**config.mk**
```make
export PLATFORM = sky130hd
export DESIGN_NAME = d2b_entry_ctrl
export DESIGN_NICKNAME = d
export VERILOG_FILES = /design/src/rtl/d2b_pkg.sv /design/src/rtl/d2b_mul10.sv /design/src/rtl/d2b_entry_ctrl.sv
export SDC_FILE = /design/constraint.sdc
export NUM_CORES = 1
export LEC_CHECK = 0
export BUFFER_PORTS_ARGS = -buffer_cell sky130_fd_sc_hd__buf_2
export CORE_MARGIN = 2
export CORE_UTILIZATION = 35
export DETAILED_ROUTE_END_ITERATION = 6
export HOLD_SLACK_MARGIN = 0.12
export SKIP_LAST_GASP = 1
export SYNTH_ARGS = -nofsm -noshare
export SYNTH_HDL_FRONTEND = slang
export SYNTH_SLANG_ARGS = --single-unit
```
**constraint.sdc**
```tcl
create_clock -name clk -period 2.9 [get_ports clk]
set_input_delay 0.725 -clock clk [delete_from_list [all_inputs] [get_ports clk]]
set_output_delay 0.725 -clock clk [all_outputs]
set_load 0.03 [all_outputs]
```
**src/rtl/d2b_pkg.sv**
```systemverilog
// Shared types and constants for the decimal-to-binary entry controller.
package d2b_pkg;

  localparam int unsigned DIGIT_W = 4;
  localparam logic [DIGIT_W-1:0] MAX_DEC_DIGIT = 4'd9;

  typedef enum logic [2:0] {
    ST_COLLECT = 3'd0,
    ST_MUL     = 3'd1,
    ST_ADD     = 3'd2,
    ST_HOLD    = 3'd3,
    ST_ERR     = 3'd4
  } state_e;

endpackage

```
**src/rtl/d2b_mul10.sv**
```systemverilog
// Combinational multiply-by-ten as two shifts and an add; output widened by 4 bits
// so any overflow beyond WIDTH is visible in the top nibble.
module d2b_mul10 #(
  parameter int unsigned WIDTH = 16
) (
  input  logic [WIDTH-1:0] x_i,
  output logic [WIDTH+3:0] prod_o
);

  logic [WIDTH+3:0] x_ext;

  assign x_ext  = (WIDTH+4)'(x_i);
  assign prod_o = (x_ext << 3) + (x_ext << 1);

endmodule

```
**src/rtl/d2b_entry_ctrl.sv**
```systemverilog
// Decimal digit entry sequencer: acc = acc*10 + digit over a MUL/ADD pair of cycles,
// with overflow / bad-digit detection and a valid/ready result port.
module d2b_entry_ctrl
  import d2b_pkg::*;
#(
  parameter int unsigned WIDTH      = 16,
  parameter int unsigned MAX_DIGITS = 5
) (
  input  logic                              clk,
  input  logic                              rst_n,
  input  logic                              digit_pulse,
  input  logic [DIGIT_W-1:0]                digit_val,
  input  logic                              enter_pulse,
  input  logic                              clear_pulse,
  input  logic                              out_ready,
  output logic [WIDTH-1:0]                  bin_out,
  output logic                              out_valid,
  output logic [$clog2(MAX_DIGITS+1)-1:0]   digit_cnt,
  output logic                              busy,
  output logic                              overflow,
  output logic                              bad_digit
);

  localparam int unsigned CNT_W = $clog2(MAX_DIGITS + 1);

  state_e               state_q, state_d;
  logic [WIDTH-1:0]     acc_q, acc_d;
  logic [WIDTH-1:0]     tmp_q, tmp_d;
  logic [CNT_W-1:0]     cnt_q, cnt_d;
  logic [DIGIT_W-1:0]   digit_q, digit_d;
  logic                 enter_pend_q, enter_pend_d;
  logic                 bad_digit_q, bad_digit_d;

  logic                 digit_ok_c;
  logic                 enter_req_c;
  logic                 xfer_c;
  logic [WIDTH+3:0]     prod_c;
  logic                 mul_ovf_c;
  logic [WIDTH:0]       sum_c;
  logic                 add_cry_c;

  d2b_mul10 #(.WIDTH(WIDTH)) u_mul10 (
    .x_i    (acc_q),
    .prod_o (prod_c)
  );

  assign digit_ok_c  = digit_pulse && (digit_val <= MAX_DEC_DIGIT)
                       && (cnt_q < CNT_W'(MAX_DIGITS));
  assign enter_req_c = enter_pulse || enter_pend_q;
  assign xfer_c      = (state_q == ST_HOLD) && out_ready;
  assign mul_ovf_c   = |prod_c[WIDTH+3:WIDTH];
  assign sum_c       = (WIDTH+1)'(tmp_q) + (WIDTH+1)'(digit_q);
  assign add_cry_c   = sum_c[WIDTH];

  // State register
  always_ff @(posedge clk or negedge rst_n) begin
    if (!rst_n) begin
      state_q <= ST_COLLECT;
    end else begin
      state_q <= state_d;
    end
  end

  // Next-state logic; clear overrides everything
  always_comb begin
    state_d = state_q;
    if (clear_pulse) begin
      state_d = ST_COLLECT;
    end else begin
      unique case (state_q)
        ST_COLLECT: begin
          if (digit_ok_c)       state_d = ST_MUL;
          else if (enter_req_c) state_d = ST_HOLD;
        end
        ST_MUL:  state_d = mul_ovf_c ? ST_ERR : ST_ADD;
        ST_ADD:  state_d = add_cry_c ? ST_ERR : ST_COLLECT;
        ST_HOLD: if (xfer_c) state_d = ST_COLLECT;
        ST_ERR:  state_d = ST_ERR;
        default: state_d = ST_COLLECT;
      endcase
    end
  end

  // Datapath and flag next values
  always_comb begin
    acc_d        = acc_q;
    tmp_d        = tmp_q;
    cnt_d        = cnt_q;
    digit_d      = digit_q;
    enter_pend_d = enter_pend_q;
    bad_digit_d  = 1'b0;
    if (clear_pulse) begin
      acc_d        = '0;
      cnt_d        = '0;
      enter_pend_d = 1'b0;
    end else begin
      unique case (state_q)
        ST_COLLECT: begin
          if (digit_ok_c) begin
            digit_d = digit_val;
            if (enter_pulse) enter_pend_d = 1'b1;
          end else begin
            bad_digit_d = digit_pulse;
            if (enter_req_c) enter_pend_d = 1'b0;
          end
        end
        ST_MUL: begin
          tmp_d       = prod_c[WIDTH-1:0];
          bad_digit_d = digit_pulse;
          if (enter_pulse) enter_pend_d = 1'b1;
        end
        ST_ADD: begin
          bad_digit_d = digit_pulse;
          if (enter_pulse) enter_pend_d = 1'b1;
          if (!add_cry_c) begin
            acc_d = sum_c[WIDTH-1:0];
            cnt_d = cnt_q + CNT_W'(1);
          end
        end
        ST_HOLD: begin
          bad_digit_d = digit_pulse;
          if (xfer_c) begin
            acc_d = '0;
            cnt_d = '0;
          end
        end
        default: ;
      endcase
    end
  end

  always_ff @(posedge clk or negedge rst_n) begin
    if (!rst_n) begin
      acc_q        <= '0;
      tmp_q        <= '0;
      cnt_q        <= '0;
      digit_q      <= '0;
      enter_pend_q <= 1'b0;
      bad_digit_q  <= 1'b0;
    end else begin
      acc_q        <= acc_d;
      tmp_q        <= tmp_d;
      cnt_q        <= cnt_d;
      digit_q      <= digit_d;
      enter_pend_q <= enter_pend_d;
      bad_digit_q  <= bad_digit_d;
    end
  end

  // Outputs decode registered state only
  always_comb begin
    bin_out   = acc_q;
    digit_cnt = cnt_q;
    bad_digit = bad_digit_q;
    out_valid = (state_q == ST_HOLD);
    busy      = (state_q == ST_MUL) || (state_q == ST_ADD);
    overflow  = (state_q == ST_ERR);
  end

endmodule

```
======== Word level (Yosys, flattened, before mapping) ========
Index checks and enable logic that the tools add are counted.
storage, ports and cells
  register bits ........................... 44
  memories ................................ 0
  input bits .............................. 10
  ROM bits ................................ 0
  bits in latches ......................... 0
  output and inout bits ................... 23
  memory bits (writable) .................. 0
  logic and storage cells ................. 58
cells by class
  eq/ne operators ......................... 7
  div/mod/pow operators ................... 0
  multipliers ............................. 0
  bitwise gates (word level) .............. 1
  shift operators ......................... 0
  reductions and logical operators ........ 16
  mux-type cells .......................... 22
  magnitude comparators ................... 2
  $add $sub $neg .......................... 3
operators with widths
  kind                                                   count
  2-to-1 mux 16 bit                                      3
  case mux 16 bit (2 select lines)                       1
  2-to-1 mux 3 bit                                       8
  adder 19 x 17 -> 20 bit                                1
  adder 16 x 4 -> 17 bit                                 1
  case mux 3 bit (5 select lines)                        1
  == test 3 x 2 -> 1 bit, second input constant          2
  2-to-1 mux 1 bit                                       6
  case mux 3 bit (2 select lines)                        1
  AND reduction 2 bit                                    3
  AND reduction 3 bit                                    2
  nonzero test 3 bit                                     2
  less-or-equal comparator 4 bit, second input constant  1
  inequality test 4 bit, second input constant           1
  case mux 1 bit (2 select lines)                        2
  OR reduction 4 bit                                     1
  adder 3 x 1 -> 3 bit, second input constant            1
  == test 3 x 1 -> 1 bit, second input constant          1
  == test 3 bit, second input constant                   1
  logical AND 1 bit                                      3
  zero test 3 bit                                        1
  less-than comparator 3 bit, second input constant      1
  inequality test 3 x 2 -> 1 bit, second input constant  1
  inequality test 3 bit, second input constant           1
  4 further kinds                                        5

======== Logic depth before layout (Yosys ltp) ========
Gate-level depths: netlist (run 1).
  word-level depth ........................ 6
  depth in mapped cells ................... 8
  depth with buffers taken out ............ 8

======== Cells and area by module ========
A second synthesis (run 1) with hierarchy kept.
unflattened totals
  cell total of the unflattened synthesis .. 312
  area, all modules ....................... 3037.9 sq um
by module, submodules not included
  module          cells each  area an instance (sq um)  instances  sequential area each (sq um)
  d2b_entry_ctrl  210         2280.9                    1          1101.1
  d2b_mul10       102         757.0                     1          0.0

======== Least setup slack after synthesis (run 1) ========
Ideal clock, no wire load.
  kind .................................... register -> register
  start point ............................. reg acc_q[2] (netlist: bin_out[2])
  end point ............................... reg state_q[1]
  stages on the path, launching flop included .. 9
  data required time ...................... 2778 ps
  arrival ................................. 2437 ps
  library setup time ...................... 122 ps
  buffers on the path ..................... 0
  slack ................................... 342 ps
  clock period less this slack ............ 2558 ps
  cell sequence ........................... dfrtp_1 ha_1 fa_1 a211oi_1 o21bai_1 o21a_1 a221oi_2 mux2i_1 a32o_1
on the way
  cells in the longest elaborated chain, start to end .. 5
RTL lines
  element                          RTL line               text
  start, declared                  d2b_entry_ctrl.sv:27   logic [WIDTH-1:0] acc_q, acc_d;
  start signal, assigned           d2b_entry_ctrl.sv:134  acc_q <= '0;
  start signal, assigned           d2b_entry_ctrl.sv:141  acc_q <= acc_d;
  adder 19 x 17 -> 20 bit          d2b_mul10.sv:13        assign prod_o = (x_ext << 3) + (x_ext << 1);
  OR reduction 4 bit               d2b_entry_ctrl.sv:51   assign mul_ovf_c = |prod_c[WIDTH+3:WIDTH];
  2-to-1 mux 3 bit                 d2b_entry_ctrl.sv:75   ST_MUL: state_d = mul_ovf_c ? ST_ERR : ST_ADD;
  case mux 3 bit (5 select lines)  d2b_entry_ctrl.sv:70   unique case (state_q)
  2-to-1 mux 3 bit                 d2b_entry_ctrl.sv:67   if (clear_pulse) begin
  end signal, assigned             d2b_entry_ctrl.sv:60   state_q <= state_d;
  end, declared                    d2b_entry_ctrl.sv:26   state_e state_q, state_d;
No other way between the ends.
A chain may end at the register's enable or synchronous reset.

======== Final worst setup path (run 1) ========
  start point ............................. reg acc_q[0] (netlist: bin_out[0])
  end point ............................... reg state_q[1]
Same word-level chain as after synthesis.

==> results of run 1 <==
==> critical path, cell delays in order, from the launching register on <==
cell and delay, ns:
dfrtp_1 0.42, ha_1 0.25, fa_1 0.43, a211oi_1 0.31, o21bai_1 0.16, o21a_1 0.25, a221oi_2 0.27, mux2i_1 0.26
a32o_1 0.18
==> registers in the layout, summed over array words and instances (netlist names) <==
name / count
digit_cnt: 3
bin_out: 16
tmp_q: 15
state_q: 3
digit_q: 4
bad_digit: 1
enter_pend_q: 1
==> cell families (layout without fill, tap and decap cells) <==
kind of cell	Yosys count	after routing
DFF	43	43
xor gates and xnor gates	21	21
AOI/OAI and AO/OA	86	86
adders and majority gates	20	20
muxes	8	8
and+or+nand+nor	101	101
buffers and inverters	21	52
==> worst paths after layout <==
kind | startpoint | endpoint | slack, ns | cells after the start
worst max-delay path | bin_out[0] | state_q[1] | 0.30 | 8
worst min-delay path | rst_n | digit_cnt[0] | 0.38 | 1
worst max register to register | bin_out[0] | state_q[1] | 0.30 | 8
worst min register to register | tmp_q[3] | tmp_q[3] | 0.49 | 2
max in group asynchronous | rst_n | tmp_q[10] | 1.83 | 2
min in group clk | tmp_q[3] | tmp_q[3] | 0.49 | 2
==> final cells by class <==
type	instances	area share
multi-input combinational	236	0.518
sequential	43	0.342
timing repair buffer	37	0.0628
tap	102	0.0405
clock buffer	5	0.0219
inverter	7	0.00835
clock inverter	3	0.00636
==> where the power goes <==
group | switching, uW | internal (uW)
Sequential | 242 | 792
Clock | 230 | 168
Combinational | 682 | 463
Total | 1150 | 1420
==> per-layer routing <==
metal,up-vias,part of all wire,track usage
li1,1150,-,-
met1,1127,0.47,0.212
met2,34,0.48,0.287
met3,11,0.032,0.0330
met4,0,0.018,0.0600
met5,-,0,0
==> synth_stat cells (7+ instances only) <==
cell | count | share of area
a21oi_1 | 13 | 0.023
o31ai_1 | 17 | 0.046
dfrtp_1 | 43 | 0.38
nor3_1 | 9 | 0.016
inv_1 | 7 | 0.0094
nand2_1 | 50 | 0.067
xnor2_1 | 10 | 0.031
o21ai_0 | 16 | 0.029
nor2_1 | 13 | 0.017
xor2_1 | 11 | 0.034
ha_1 | 18 | 0.080
==> through the flow <==
step | total power (uW) | util | cell area [sq um]
after floorplan | 1880 | - | 2800
after global placement | 2170 | 0.396 | 3060
after detailed placement | 2200 | 0.396 | 3060
after CTS | 2600 | 0.407 | 3150
after global routing | 2800 | 0.407 | 3150
final | 2580 | 0.407 | 3150
==> results.yml, run 1 <==
placed_design:
  numPortBuffers: 32
  dp.cells: 425
  hpwlAfterDp_mm: 4.93
  place.gp.congestion: 0.832
  dp_slack_ns: 0.300
logic_synthesis:
  yosysWarnings: 0
  synth_area_sq_um: 2800
  synth-simple-area-share: 0.173
  ys_ff_latch: 43
  synth_edf_count: 0
  ys_seq_area_frac: 0.384
  synth-compound-area-share: 0.218
  synth_cells: 300
  synth-xor-area-share: 0.0656
  syn_nets: 330
  synth.avg_cell_area_sq_um: 9.35
  synth_fa_ha_area_frac: 0.0946
  ys_types: 50
  synthMuxAreaShare: 0.0308
  async_flop_share: 1.00
  synth_flop_cell: "dfrtp_1"
  synth_top_family_by_area: "compound AO/OA/AOI/OAI gates"
floorplanning:
  core_area_sq_um: 7730
  die_x_microns: 93.5
  initial_core_util: 0.363
  io_pins: 33
  die_h_microns: 93.5
  num_rows: 32
  die_area_sq_um: 8740
route:
  dr.pass1.iters: 4
  via_count: 2322
  wire_per_inst_microns: 15.3
  routed_wl_mm: 6.62
  antenna_left: 0
  first_iter_violations: 87
  viasPerCell: 5.36
  drc: 0
sta:
  rsz0062_at_grt: "no"
  finalCritPeriodShare: 0.896
  worst_pin_slew_ns: 0.634
  fin_setup_tns_ns: 0
  clock-skew-final_ns: 0.00858
  setup_viol: 0
  max_freq_ghz: 0.385
  finalHoldViolCount: 0
  maxSlewViolCount: 0
  finalCriticalPeriod_ns: 2.60
  fin_ws_ns: 0.302
  slew_headroom: 0.576
  worst_hold_slack_ns: 0.376
grt:
  grt_usage: 0.168
  grt_max_degree: 25
  grt_pass1_wl_mm: 11.5
  grt_pass1_vias: 2361
  grt_antenna_before_repair: 0
  grt-ovfl-total: 0
worst_hold_path:
  min_path_type: "input port to asynchronous set/reset pin"
layout:
  syn_to_final_growth_pct: 12.3
  fillers: 794
  insertedDiodeCount: 0
  final_common_cell: "nand2_1"
  final_nets: 360
  seqCellArea_sq_um: 1080
  drive_gt1_frac: 0.178
  multiInputGateArea_sq_um: 1630
  most-common-layout-cells: "nand2_1 (50), dfrtp_1 (43), buf_2 (32)"
  final_cells: 433
setup_path:
  worstSetupPathType: "flop to flop"
  arrival_ns: 2.85
  startpoint_type: "flop"
  endpoint_kind: "flop"
  cp_max_fo: 4
  worst-endpoint-required_ns: 3.15
cts:
  h-tree-depth: 2
  numCtsBuffers: 5
  clock_latency_ns: 0.31
  clk_pin_slew_ns: 0.09
  post_cts_resized: 0
  max-clock-path-buffers: 2
  cts_tree: "built"
  cts_root_buffer: "clkbuf_8"
  cts_setup_buffers: 0
  cts.sinks: 43
  postCtsHoldBufs: 0
status:
  status: "completed"
power_and_ir_drop:
  power_density_nw_per_um2: 819
  p_leak_uw: 0.00149
  peakVddDrop_uv: 335
job:
  cap_violations: 0
(Power assumes the default switching activity.)
==> run 2, diff against run 1 <==
--- a/config.mk
+++ b/config.mk
@@ -6,11 +6,15 @@
 export NUM_CORES = 1
 export LEC_CHECK = 0
 export BUFFER_PORTS_ARGS = -buffer_cell sky130_fd_sc_hd__buf_2
+export CELL_PAD_IN_SITES_DETAIL_PLACEMENT = 0
+export CELL_PAD_IN_SITES_GLOBAL_PLACEMENT = 1
 export CORE_MARGIN = 2
 export CORE_UTILIZATION = 35
 export DETAILED_ROUTE_END_ITERATION = 6
 export HOLD_SLACK_MARGIN = 0.12
+export PLACE_DENSITY_LB_ADDON = 0.1
 export SKIP_LAST_GASP = 1
 export SYNTH_ARGS = -nofsm -noshare
 export SYNTH_HDL_FRONTEND = slang
+export SYNTH_HIERARCHICAL = 1
 export SYNTH_SLANG_ARGS = --single-unit
==> run 2 against run 1 <==
  * Combinational power up 59%
  * Clock skew shrank 0.0032 ns
  * Non-clock buffer count rose by 20
  * Synthesized cell count increased by 4.0%
  * Maximum frequency decreased by 8.8%
  * Sequential power is 7% higher
  * Critical path depth increased by 2
  * Count of clock-buffer cells in the layout is 1 higher
  * Power increased by 30%
  * Utilization rose by 2.6 points
  * Global-route usage decreased by 0.17 points
==> results.yml, run 2 <==
grt:
  grt-ovfl-total: 0
  grt_max_degree: 28
  grt_pass1_vias: 2486
  grt_usage: 0.167
  grt_antenna_before_repair: 0
  grt_pass1_wl_mm: 12.9
logic_synthesis:
  yosysWarnings: 6
  synth_flop_cell: "dfrtp_1"
  ys_types: 57
  synth_cells: 312
  synth.avg_cell_area_sq_um: 9.74
  synth_area_sq_um: 3040
  synth_top_area_cell: "dfrtp_1"
  ys_seq_area_frac: 0.362
  synth_top_cells_by_area: "dfrtp_1 (36%), ha_1 (7.8%), mux2_2 (7.4%)"
  synth_top_area_frac: 0.362
  syn_nets: 343
  async_flop_share: 1.00
  synth.most_common_cell: "dfrtp_1"
  synth_edf_count: 0
  ys_ff_latch: 44
  yosys-top-cells-count: "dfrtp_1 (44), nand2_1 (35), nor2_1 (23), mux2_2 (20), ha_1 (19)"
placed_design:
  hpwlAfterDp_mm: 5.61
  place.gp.congestion: 0.798
  dp.cells: 461
  numPortBuffers: 32
  dpl-instance-area_sq_um: 3450
setup_path:
  endpoint_kind: "flop"
  arrival_ns: 3.05
  cp_max_fo: 2
  worst-endpoint-required_ns: 3.10
  worstSetupPathType: "flop to flop"
  startpoint_type: "flop"
layout:
  fillers: 861
  most-common-layout-cells: "dfrtp_1 (42), nand2_1 (35), buf_2 (32)"
  insertedDiodeCount: 0
  drive_gt1_frac: 0.294
  syn_to_final_growth_pct: 18.5
  final_common_cell: "dfrtp_1"
  final_nets: 394
  final_cells: 469
  fin_util: 0.434
  final_area_sq_um: 3600
cts:
  cts.sinks: 44
  max-clock-path-buffers: 2
  h-tree-depth: 2
  cts_tree: "built"
  numCtsBuffers: 5
  postCtsHoldBufs: 0
  clock_latency_ns: 0.30
  clk_pin_slew_ns: 0.09
  cts_root_buffer: "clkbuf_8"
  cts_setup_buffers: 0
sta:
  setup_viol: 0
  slew_headroom: 0.502
  clock-skew-final_ns: 0.00535
  worst_hold_slack_ns: 0.342
  rsz0062_at_grt: "yes"
  finalHoldViolCount: 0
  finalCriticalPeriod_ns: 2.85
  worst_pin_slew_ns: 0.743
  max_freq_ghz: 0.351
  finalCritPeriodShare: 0.982
  maxSlewViolCount: 0
  fin_setup_tns_ns: 0
route:
  wire_per_inst_microns: 15.7
  first_iter_violations: 80
  drc: 0
  routed_wl_mm: 7.36
  via_count: 2450
  antenna_left: 0
  dr.pass1.iters: 4
  viasPerCell: 5.22
floorplanning:
  num_rows: 33
  core_area_sq_um: 8300
  die_x_microns: 97.2
  die_h_microns: 97.2
  io_pins: 33
  die_area_sq_um: 9440
  initial_core_util: 0.366
job:
  cap_violations: 0
power_and_ir_drop:
  power_density_nw_per_um2: 933
  peakVddDrop_uv: 392
  p_leak_uw: 0.00173
worst_hold_path:
  min_path_type: "input port to asynchronous set/reset pin"
status:
  status: "completed"
[run 2: changes by cell type after synthesis, moves of 5 or more]
| cell | change |
|---|---|
| a211oi_1 | -6 |
| clkbuf_1 | -5 |
| nand2_1 | -15 |
| nor2_1 | +10 |
| nand3_1 | +9 |
| a22o_1 | -5 |
| mux2_2 | +15 |
| o31ai_1 | -12 |
[run 2: logic make-up (layout without fill, tap and decap cells)]
family / count (synthesis) / count (layout) / share of synthesized area
AND/OR/NAND/NOR: 105 / 105 / 0.179
AO/OA/AOI/OAI: 73 / 73 / 0.168
flip-flops: 44 / 44 / 0.362
XOR/XNOR: 25 / 25 / 0.0721
multiplexers: 22 / 22 / 0.0807
adder cells (fa/ha/maj): 21 / 21 / 0.0914
buffers and inverters: 21 / 73 / 0.0445
other: 1 / 1 / 0.00123
[run 2: critical path: stages, from the launching register on]
cell and delay (ns):
dfrtp_2 0.43, ha_4 0.17, fa_2 0.34, a21o_1 0.21, a221oi_4 0.31, o21ai_2 0.10, a221o_1 0.35, xnor2_2 0.16
o41ai_4 0.33, mux2i_1 0.12, o211a_1 0.22
[run 2: area by class of cell]
type | instances | area (sq um) | share of cell area
clock buffer | 6 | 82.6 | 0.0229
clock inverter | 2 | 15.0 | 0.00417
inverter | 8 | 30.0 | 0.00834
multi-input combinational | 247 | 1860 | 0.518
tap | 105 | 131 | 0.0365
timing repair buffer | 57 | 373 | 0.104
sequential | 44 | 1100 | 0.307
[run 2: where the power goes]
part           switching, uW  leakage, uW  internal (uW)
logic                   1010      0.00111            820
clock network            231    0.0000434            193
registers                264     0.000576            835
total                   1510      0.00173           1850
[run 2: what timing repair did]
| item | 4_1_cts | 5_1_grt |
|---|---|---|
| gates resized for setup | 6 | 2 |
| endpoints found under the setup margin | 2 | 2 |
| pin swaps | 7 | 5 |
| cloned | 0 | 0 |
[run 2: stage by stage]
step	power, uW	worst slack [ns]
6_report	3360	0.0509
3_3_place_gp	2930	-0.0353
2_1_floorplan	2370	0.0129
3_5_place_dp	2920	-0.0679
5_1_grt	3660	-0.144
4_1_cts	3390	0.0180
[run 2: worst paths after layout]
path	depth (start not counted)	slack [ns]	from	to
setup / recovery	10	0.05	bin_out[0]	state_q[2]
hold / removal	1	0.34	rst_n	tmp_q[2]
setup reg to reg	10	0.05	bin_out[0]	state_q[2]
hold reg to reg	1	0.52	tmp_q[0]	tmp_q[0]
max in group asynchronous	2	1.83	rst_n	bin_out[2]
min in group clk	1	0.52	tmp_q[0]	tmp_q[0]
[run 2: per-layer routing]
layer  share of wire  track usage  up-vias
met4           0.013       0.0455        0
met1            0.49        0.232     1174
met3           0.030       0.0309        7
met5               0            0        -
li1                -            -     1228
met2            0.47        0.267       41
==> run 3, diff against run 2 <==
--- a/config.mk
+++ b/config.mk
@@ -11,8 +11,9 @@
 export CORE_MARGIN = 2
 export CORE_UTILIZATION = 35
 export DETAILED_ROUTE_END_ITERATION = 6
+export GPL_TIMING_DRIVEN = 0
 export HOLD_SLACK_MARGIN = 0.12
-export PLACE_DENSITY_LB_ADDON = 0.1
+export PLACE_DENSITY = 0.62
 export SKIP_LAST_GASP = 1
 export SYNTH_ARGS = -nofsm -noshare
 export SYNTH_HDL_FRONTEND = slang
==> run 3 against run 2 <==
  * The run now ends with setup timing left
  * Critical endpoint is now state_q[1]
  * Worst hold slack improved by 0.18 ns
  * Sequential power hardly changed
  * Count of clock-buffer cells in the layout unchanged
  * Cell count decreased by 1.5%
  * Clock skew increased by 0.0024 ns
  * Die area stayed put
==> results.yml, run 3 (synthesized netlist as in run 2, its figures left out) <==
status:
  status: "complete, but fails checks"
  violations: "setup timing"
setup_path:
  slowest_stage: "dfrtp_2"
  cp_max_fo: 2
  worstSetupPathType: "flop to flop"
  endpoint_kind: "flop"
  startpoint_type: "flop"
  critical_path.top_delay_family: "compound AO/OA/AOI/OAI gates"
  cp_num_buf_inv: 0
  arrival_ns: 3.17
  crit_path_cell_trace: "ha_4 -> fa_2 -> a21o_1 -> a221oi_4 -> o21ai_2 -> a221o_1 -> xnor2_1 -> o41ai_4 -> o211ai_1 -> o32a_1 -> nor2_1"
  worst-endpoint-required_ns: 3.14
  critPathMaxStageDelay_ns: 0.44
sta:
  finalHoldViolCount: 0
  maxSlewViolCount: 0
  setup_viol: 2
  finalCritPeriodShare: 1.01
  slew_headroom: 0.335
  fin_ws_ns: -0.0385
  clock-skew-final_ns: 0.00772
  finalCriticalPeriod_ns: 2.94
  rsz0062_at_grt: "yes"
  worst_pin_slew_ns: 0.997
  max_freq_ghz: 0.340
worst_hold_path:
  min_path_type: "flop to flop"
cts:
  max-clock-path-buffers: 2
  cts.sinks: 44
  h-tree-depth: 2
  cts_root_buffer: "clkbuf_8"
  cts_tree: "built"
  numCtsBuffers: 5
  postCtsHoldBufs: 0
  clk_pin_slew_ns: 0.09
  clock_latency_ns: 0.30
route:
  via_count: 2461
  antenna_left: 0
  first_iter_violations: 154
  dr.pass1.iters: 4
  viasPerCell: 5.33
  routed_wl_mm: 7.19
  drc: 0
  wire_per_inst_microns: 15.6
layout:
  insertedDiodeCount: 0
  fin_util: 0.427
  most-common-layout-cells: "dfrtp_1 (42), nand2_1 (35), buf_2 (34)"
  final_nets: 387
  drive_gt1_frac: 0.280
  syn_to_final_growth_pct: 16.7
  final_area_sq_um: 3540
  final_common_cell: "dfrtp_1"
placed_design:
  hpwlAfterDp_mm: 5.30
  dp_slack_ns: -0.347
  dpl-instance-area_sq_um: 3340
  numPortBuffers: 31
  place.gp.congestion: 0.738
floorplanning:
  die_h_microns: 97.2
  io_pins: 33
  initial_core_util: 0.366
  die_area_sq_um: 9440
  die_x_microns: 97.2
  core_area_sq_um: 8300
  num_rows: 33
power_and_ir_drop:
  power_density_nw_per_um2: 941
  p_leak_uw: 0.00170
  peakVddDrop_uv: 384
grt:
  grt_antenna_before_repair: 0
  grt_max_degree: 45
  grt-ovfl-total: 0
  grt_usage: 0.157
  grt_pass1_wl_mm: 12.1
  grt_pass1_vias: 2388
job:
  cap_violations: 0
run 3: cell types whose count changed in the layout (fill, tap and decap cells not counted), moves of 2 or more:
cell and delta:
buf_4 -11, buf_6 +4, buf_12 -2, buf_2 +2, clkinvlp_4 -2
run 3: cell type report:
type                            instances  area, sq um
Sequential cell                        44         1100
Clock inverter                          2         35.0
Buffer                                 13          105
Clock buffer                            6         72.6
Timing Repair Buffer                   37          200
Multi-Input combinational cell        247         1870
Fill cell                             822         4750
Tap cell                              105          131
Inverter                                8         30.0
run 3: timing repair:
action,CTS,global route
setup buffers,5,1
endpoints found under the hold margin,0,0
resized for setup,8,1
pin swaps,3,1
endpoints found under the setup margin,2,2
run 3: per-layer routing:
metal  share of wire  global-route usage
met1            0.50               0.222
met2            0.46               0.249
met3           0.035              0.0302
met5               0                   0
met4          0.0040              0.0358
run 3: power by group:
group	internal, uW	leakage [uW]	switching, uW	total [uW]
logic	760	0.00107	1030	1790
registers	836	0.000576	236	1070
clock network	256	0.0000552	216	472
run 3: path summary, 6_finish.rpt:
| kind | from | to | slack (ns) | cells after the start |
|---|---|---|---|---|
| max | bin_out[0] | state_q[1] | -0.04 | 11 |
| min | digit_q[2] | digit_q[2] | 0.52 | 1 |
| max reg2reg | bin_out[0] | state_q[1] | -0.04 | 11 |
| min reg2reg | digit_q[2] | digit_q[2] | 0.52 | 1 |
| max in group asynchronous | rst_n | bin_out[2] | 1.64 | 1 |
| min in group asynchronous | rst_n | bad_digit | 0.59 | 1 |
run 3: stage by stage:
step	std cells	total power (uW)	setup TNS, ns	hold WS [ns]
6_report	462	3330	-0.0567	0.520
5_1_grt	462	3620	-0.302	0.545
4_1_cts	461	3360	-0.0712	0.528
3_5_place_dp	448	2820	-0.684	0.506
3_3_place_gp	448	2810	-0.680	0.498
2_1_floorplan	312	2370	0	0.429
run 3: worst register-to-register path, stage by stage (launching register included):
cell and delay (ns):
dfrtp_2 0.44, ha_4 0.18, fa_2 0.36, a21o_1 0.21
a221oi_4 0.29, o21ai_2 0.11, a221o_1 0.35, xnor2_1 0.17
o41ai_4 0.36, o211ai_1 0.15, o32a_1 0.18, nor2_1 0.08
